### src/rtl/backend_cfg_pkg.sv
// Shared types and constants for the serial-configured analog backend.
// BACKEND_PARITY_EN adds a trailing odd-parity bit to every frame.
package backend_cfg_pkg;

  typedef enum logic [2:0] {INIT, READY, HDR, PAYLOAD, APPLY, SEQ, RUN} state_t;

  localparam logic [7:0] HDR_WORD = 8'hA5;

`ifdef BACKEND_PARITY_EN
  localparam int unsigned PARITY_BITS = 1;
`else
  localparam int unsigned PARITY_BITS = 0;
`endif

  function automatic int unsigned frame_len(input int unsigned num_ch, input int unsigned gain_w);
    return 8 + num_ch * gain_w + PARITY_BITS;
  endfunction

endpackage

### src/rtl/cfg_serial_rx.sv
// Oversampled serial receiver: sclk/sdin synchronisers, rising-edge detect,
// idle timeout and the bit shift register feeding the config FSM.
module cfg_serial_rx #(
  parameter int unsigned SHIFT_W = 7,
  parameter int unsigned TIMEOUT = 256
) (
  input  logic               clk,
  input  logic               resetb,
  input  logic               sclk,
  input  logic               sdin,
  input  logic               enable,
  input  logic               arm,
  output logic               bit_valid,
  output logic               bit_data,
  output logic               timeout,
  output logic [SHIFT_W-1:0] shreg
);

  localparam int unsigned TW = $clog2(TIMEOUT + 1);
  localparam logic [TW-1:0] TO_LAST = TW'(TIMEOUT - 1);

  logic [1:0]    sclk_sync;
  logic [1:0]    sdin_sync;
  logic          sclk_dly;
  logic [TW-1:0] idle_cnt;

  assign bit_valid = enable & sclk_sync[1] & ~sclk_dly;
  assign bit_data  = sdin_sync[1];
  // An edge in the expiry cycle suppresses the timeout and reloads the counter.
  assign timeout   = arm & ~bit_valid & (idle_cnt == TO_LAST);

  always_ff @(posedge clk) begin
    if (!resetb) begin
      sclk_sync <= '0;
      sdin_sync <= '0;
      sclk_dly  <= 1'b0;
      idle_cnt  <= '0;
      shreg     <= '0;
    end else begin
      sclk_sync <= {sclk_sync[0], sclk};
      sdin_sync <= {sdin_sync[0], sdin};
      sclk_dly  <= sclk_sync[1];
      if (bit_valid)
        shreg <= {shreg[SHIFT_W-2:0], bit_data};
      if (!arm || bit_valid)
        idle_cnt <= '0;
      else if (idle_cnt != TO_LAST)
        idle_cnt <= idle_cnt + 1'b1;
    end
  end

endmodule

### src/rtl/backend_cfg_multi.sv
// Multi-channel analog backend: serial config frames set gain codes and
// trigger a sequenced reset release. BACKEND_PARITY_EN enables frame parity.
module backend_cfg_multi
  import backend_cfg_pkg::*;
#(
  parameter int unsigned NUM_CH   = 2,
  parameter int unsigned GAIN_W   = 3,
  parameter int unsigned INIT_CYC = 32,
  parameter int unsigned RST_DLY  = 16,
  parameter int unsigned TIMEOUT  = 256
) (
  input  logic                     i_clk,
  input  logic                     i_resetbAll,
  input  logic                     i_sclk,
  input  logic                     i_sdin,
  output logic                     o_ready,
  output logic [NUM_CH*GAIN_W-1:0] o_gain,
  output logic [NUM_CH-1:0]        o_resetb,
  output logic                     o_resetbvco,
  output logic                     o_cfg_err
);

  localparam int unsigned PL      = NUM_CH * GAIN_W;
  localparam int unsigned FL      = frame_len(NUM_CH, GAIN_W);
  localparam int unsigned SW      = (PL + PARITY_BITS > 7) ? PL + PARITY_BITS : 7;
  localparam int unsigned SEQ_END = (NUM_CH + 1) * RST_DLY;
  localparam int unsigned CNT_MAX = (INIT_CYC > SEQ_END) ? INIT_CYC : SEQ_END;
  localparam int unsigned CW      = $clog2(CNT_MAX + 1);
  localparam int unsigned BW      = $clog2(FL + 1);

  localparam logic [CW-1:0] INIT_LAST = CW'(INIT_CYC - 1);
  localparam logic [CW-1:0] VCO_AT    = CW'(SEQ_END);
  localparam logic [BW-1:0] HDR_LAST  = BW'(7);
  localparam logic [BW-1:0] FL_LAST   = BW'(FL - 1);

  state_t          state;
  state_t          origin;
  logic [CW-1:0]   cnt;
  logic [BW-1:0]   bit_cnt;
  logic            enable;
  logic            arm;
  logic            bit_valid;
  logic            bit_data;
  logic            timeout;
  logic            frame_ok;
  logic [SW-1:0]   shreg;

  // The VCO reset is the last release, so it doubles as "chain released".
  assign origin = o_resetbvco ? RUN : READY;
  assign enable = state inside {READY, HDR, PAYLOAD, RUN};
  assign arm    = state inside {HDR, PAYLOAD};

  cfg_serial_rx #(
    .SHIFT_W (SW),
    .TIMEOUT (TIMEOUT)
  ) u_rx (
    .clk       (i_clk),
    .resetb    (i_resetbAll),
    .sclk      (i_sclk),
    .sdin      (i_sdin),
    .enable    (enable),
    .arm       (arm),
    .bit_valid (bit_valid),
    .bit_data  (bit_data),
    .timeout   (timeout),
    .shreg     (shreg)
  );

`ifdef BACKEND_PARITY_EN
  logic par_acc;

  always_ff @(posedge i_clk) begin
    if (!i_resetbAll)
      par_acc <= 1'b0;
    else if (bit_valid)
      par_acc <= arm ? (par_acc ^ bit_data) : bit_data;
  end

  assign frame_ok = par_acc ^ bit_data;
`else
  assign frame_ok = 1'b1;
`endif

  always_ff @(posedge i_clk) begin
    if (!i_resetbAll) begin
      state       <= INIT;
      cnt         <= '0;
      bit_cnt     <= '0;
      o_ready     <= 1'b0;
      o_gain      <= '0;
      o_resetb    <= '0;
      o_resetbvco <= 1'b0;
      o_cfg_err   <= 1'b0;
    end else begin
      o_cfg_err <= 1'b0;
      case (state)
        INIT: begin
          if (cnt == INIT_LAST) begin
            state   <= READY;
            o_ready <= 1'b1;
            cnt     <= '0;
          end else begin
            cnt <= cnt + 1'b1;
          end
        end
        READY, RUN: begin
          if (bit_valid) begin
            state   <= HDR;
            bit_cnt <= BW'(1);
          end
        end
        HDR: begin
          if (timeout) begin
            o_cfg_err <= 1'b1;
            state     <= origin;
          end else if (bit_valid) begin
            bit_cnt <= bit_cnt + 1'b1;
            if (bit_cnt == HDR_LAST) begin
              if ({shreg[6:0], bit_data} == HDR_WORD) begin
                state <= PAYLOAD;
              end else begin
                o_cfg_err <= 1'b1;
                state     <= origin;
              end
            end
          end
        end
        PAYLOAD: begin
          if (timeout) begin
            o_cfg_err <= 1'b1;
            state     <= origin;
          end else if (bit_valid) begin
            if (bit_cnt == FL_LAST) begin
              if (frame_ok) begin
                state   <= APPLY;
                // Live reconfiguration keeps o_ready high; only the first apply drops it.
                o_ready <= o_resetbvco;
              end else begin
                o_cfg_err <= 1'b1;
                state     <= origin;
              end
            end else begin
              bit_cnt <= bit_cnt + 1'b1;
            end
          end
        end
        APPLY: begin
          o_gain <= shreg[PARITY_BITS +: PL];
          if (o_resetbvco) begin
            state <= RUN;
          end else begin
            state <= SEQ;
            cnt   <= CW'(1);
          end
        end
        SEQ: begin
          cnt <= cnt + 1'b1;
          for (int unsigned k = 0; k < NUM_CH; k++)
            if (cnt == CW'((k + 1) * RST_DLY))
              o_resetb[k] <= 1'b1;
          if (cnt == VCO_AT) begin
            o_resetbvco <= 1'b1;
            o_ready     <= 1'b1;
            state       <= RUN;
          end
        end
        default: state <= INIT;
      endcase
    end
  end

endmodule
### config.mk
export PLATFORM = sky130hd
export DESIGN_NAME = backend_cfg_multi
export DESIGN_NICKNAME = d
export VERILOG_FILES = /design/src/rtl/backend_cfg_pkg.sv /design/src/rtl/cfg_serial_rx.sv /design/src/rtl/backend_cfg_multi.sv
export SDC_FILE = /design/constraint.sdc
export NUM_CORES = 1
export LEC_CHECK = 0
export CORE_ASPECT_RATIO = 0.75
export CORE_UTILIZATION = 35
export CTS_BUF_LIST = sky130_fd_sc_hd__clkbuf_2 sky130_fd_sc_hd__clkbuf_4 sky130_fd_sc_hd__clkbuf_8
export CTS_CLUSTER_SIZE = 16
export DETAILED_ROUTE_END_ITERATION = 8
export GPL_TIMING_DRIVEN = 0
export PLACE_DENSITY = 0.52
export SLEW_MARGIN = 25
export SYNTH_ARGS = -nofsm -noshare
export SYNTH_HDL_FRONTEND = slang
export SYNTH_SLANG_ARGS = --single-unit
### constraint.sdc
create_clock -name i_clk -period 2.14 [get_ports i_clk]
set_input_delay 0.642 -clock i_clk [delete_from_list [all_inputs] [get_ports i_clk]]
set_output_delay 0.642 -clock i_clk [all_outputs]
set_load 0.02 [all_outputs]
==> metrics.csv <==
stage,metric,value,unit
die,cell row count,25,
power_and_ir_drop,leakage power,0.923,nW
sta,Setup-failing EPs final,0,
clock_network,Clock Sinks,45,
sta,crit share post-route,0.922,
logic_synthesis,post-synthesis average cell area,8.47,sq um
logic_synthesis,dominant cell by count in the synthesized netlist,dfxtp_1,
logic_synthesis,share of flip-flops with an asynchronous set or reset,0,
sta,fmax,507,MHz
logic_synthesis,leading area contributor after synthesis,dfxtp_1,
final_layout,Antenna diodes,0,
global_routing,vias in the first global route,1665,
global_routing,first-pass GRT wire length,8110,um
die,Die Wd,95.5,um
place,port bufs,13,
final_layout,fin util,0.418,
final_layout,# fillers,638,
clock_network,hold_buf cts,0,
logic_synthesis,commonest cells in the synthesized netlist,"dfxtp_1, nor2_1, nand2_1",
setup_path,CP Launch Type,register,
clock_network,clk_lat worst skew,0.30,ns
clock_network,clock edge transition at the registers on the reported setup and hold paths,0.09,ns
logic_synthesis,syn nets,283,
clock_network,total CTS buffers,5,
sta,fin. max-slew vios,0,
routing,Routed wire per std cell,13.1,um
clock_network,clk root buf,clkbuf_8,
global_routing,gr ovfl total,0,
logic_synthesis,yosys synthesis warning count,0,
logic_synthesis,sequential share of the synthesized area,0.392,
sta,"Worst Setup Slack, final",0.167,ns
routing,Initial DRT Pass Iterations,5,
min_path,Hold WC Path Type,reg -> reg,
sta,RSZ-0062 raised after global routing,false,
routing,WL final,4910,um
final_layout,NumNets Final,305,
die,chip height,72.1,um
sta,final hold vios,0,
die,io pins,15,
power_and_ir_drop,pwr dens,550,mW/mm^2
logic_synthesis,post-synth cell types,53,
sta,Worst Tran Pin Value,0.557,ns
die,Initial Utilization,0.363,
final_layout,layout cells sized above 1,0.109,
clock_network,"buffers from clock root to sink, at most",2,
sta,relative max-transition margin,0.624,
global_routing,initial antenna violation count,0,
logic_synthesis,synthesized flop and latch total,45,
routing,1st-iter DRT viols,92,
routing,post-route ant nets,0,
setup_path,critical-path maximum fanout,10,
logic_synthesis,top cell type's share of synthesized area,0.392,
place,GP Congestion,0.777,
outcome,status,completed,
routing,via count,1897,
die,core area,0.00632,sq mm
logic_synthesis,"Top FF cell, synth",dfxtp_1,
global_routing,gr usage total,0.154,
die,die area,0.00689,sq mm
place,pre-CTS setup slack,0.0147,ns
routing,DRC viols,0,
routing,DR vias/cell,5.06,
logic_synthesis,"EDFF count, synth",0,
setup_path,CP required,2.34,ns
sta,min Tclk post-route,1.97,ns
setup_path,Crit Path Class,reg -> reg,
job,max-cap violations,0,
logic_synthesis,dominant cells by area after synthesis,"dfxtp_1, nor2_1, mux2i_1",
clock_network,CTS H-Tree Depth,2,
place,post-detail-place hpwl,3520,um
logic_synthesis,Gate Count Post-Synth,271,
sta,Setup Skew,0.00826,ns
sta,sum of negative setup slack,0,ns
global_routing,largest net degree at the start of global routing,15,
final_layout,Layout Area Growth over Synthesis,15.2,%
clock_network,CTS tree,yes,
logic_synthesis,"Cell Area, Synth",0.00230,sq mm
setup_path,CP Data Arrival Time,2.17,ns
setup_path,Critical Path Sink Type,register,
power_and_ir_drop,Worst VDD drop,209,uV
## critical path: stages, from the launching register on
cell and delay (ns):
dfxtp_1 0.36, buf_6 0.17, inv_6 0.05, ha_1 0.26, and2_0 0.18, o21ai_0 0.14, nand4_1 0.24, and2_1 0.26
a32o_1 0.21
## metrics by stage
step / cell area, sq um / hold slack, ns / total power, W / cells
6_report: 2640 / 0.440 / 0.00145 / 375
5_1_grt: 2640 / 0.454 / 0.00153 / 375
4_1_cts: 2620 / 0.446 / 0.00148 / 373
3_5_place_dp: 2530 / 0.425 / 0.000921 / 365
3_3_place_gp: 2530 / 0.415 / 0.000920 / 365
2_1_floorplan: 2300 / 0.412 / 0.000903 / 271
## path summary, 6_finish.rpt
check                                                  start                      endpoint  slack, ns  cells past startpoint
worst min register to register  u_rx.sdin_sync[0]$_SDFF_PN0_  u_rx.sdin_sync[1]$_SDFF_PN0_       0.44                      1
worst max-delay path                   state[2]$_SDFFE_PN0P_       bit_cnt[2]$_SDFFE_PN0P_       0.17                      8
worst min-delay path            u_rx.sdin_sync[0]$_SDFF_PN0_  u_rx.sdin_sync[1]$_SDFF_PN0_       0.44                      1
worst max register to register         state[2]$_SDFFE_PN0P_       bit_cnt[2]$_SDFFE_PN0P_       0.17                      8
## layer usage
layer  vias up  routed length (um)  track usage
met5         -                   0            0
met1       881                2670        0.228
li1        975                   -            -
met2        33                1960        0.213
met3         8                 213       0.0377
met4         0                  71       0.0547
## flip-flops by register name, indices dropped and copies added, names as in the netlist
| register | cells |
|---|---|
| o_ready | 1 |
| o_gain | 6 |
| o_resetbvco | 1 |
| u_rx.sdin_sync | 2 |
| o_cfg_err | 1 |
| u_rx.sclk_sync | 2 |
| u_rx.sclk_dly | 1 |
| state | 3 |
| u_rx.shreg | 7 |
| o_resetb | 2 |
| u_rx.idle_cnt | 9 |
| bit_cnt | 4 |
| cnt | 6 |
## layout make-up
type / count / area, sq um / share of cell area
sequential: 45 / 901 / 0.341
buffer: 13 / 75.1 / 0.0284
multi-input combinational: 202 / 1280 / 0.484
inverter: 11 / 46.3 / 0.0175
tap: 81 / 101 / 0.0383
timing repair buffer: 15 / 145 / 0.0549
clock buffer: 6 / 82.6 / 0.0312
clock inverter: 2 / 13.8 / 0.00521
## timing repair
item                                    CTS  global route
resized for setup                         0             2
endpoints found under the setup margin    0             5
setup buffers                             0             2
hold endpoints to repair                  0             0
## cell families after synthesis
family / synth area share
and+or+nand+nor: 0.261
AOI/OAI and AO/OA: 0.156
DFF: 0.392
buffers and inverters: 0.0529
muxes: 0.0523
xor gates and xnor gates: 0.0420
adders and majority gates: 0.0436
## power by group
group	internal (W)	total, W	switching [W]
sequential	0.000845	0.000853	0.00000764
clock	0.000262	0.000553	0.000291
combinational	0.0000192	0.0000482	0.0000290
total	0.00113	0.00145	0.000328
## layout by cell type (no fill, tap or decap), types with 2 or more instances in the layout
cell and n:
dfxtp_1 45, nor2_1 36, nand2_1 31, a21oi_1 15, clkdlybuf4s50_1 13, mux2i_1 12
nand3_1 11, o21ai_0 11, inv_1 10, ha_1 8, and2_1 7, xor2_1 7
clkbuf_8 6, nand4_1 5, clkbuf_1 5, buf_4 4, o21a_1 4, xnor2_1 4
nor2b_1 3, buf_2 3, nand2b_1 3, nor2_2 3, nor3b_1 3, nor4b_1 3
buf_6 2, nand4b_1 2, nand3b_1 2, nor3_1 2, nor4_1 2, o21ai_1 2
o41ai_2 2, a211oi_1 2
Power figures use the tool's default switching activity.
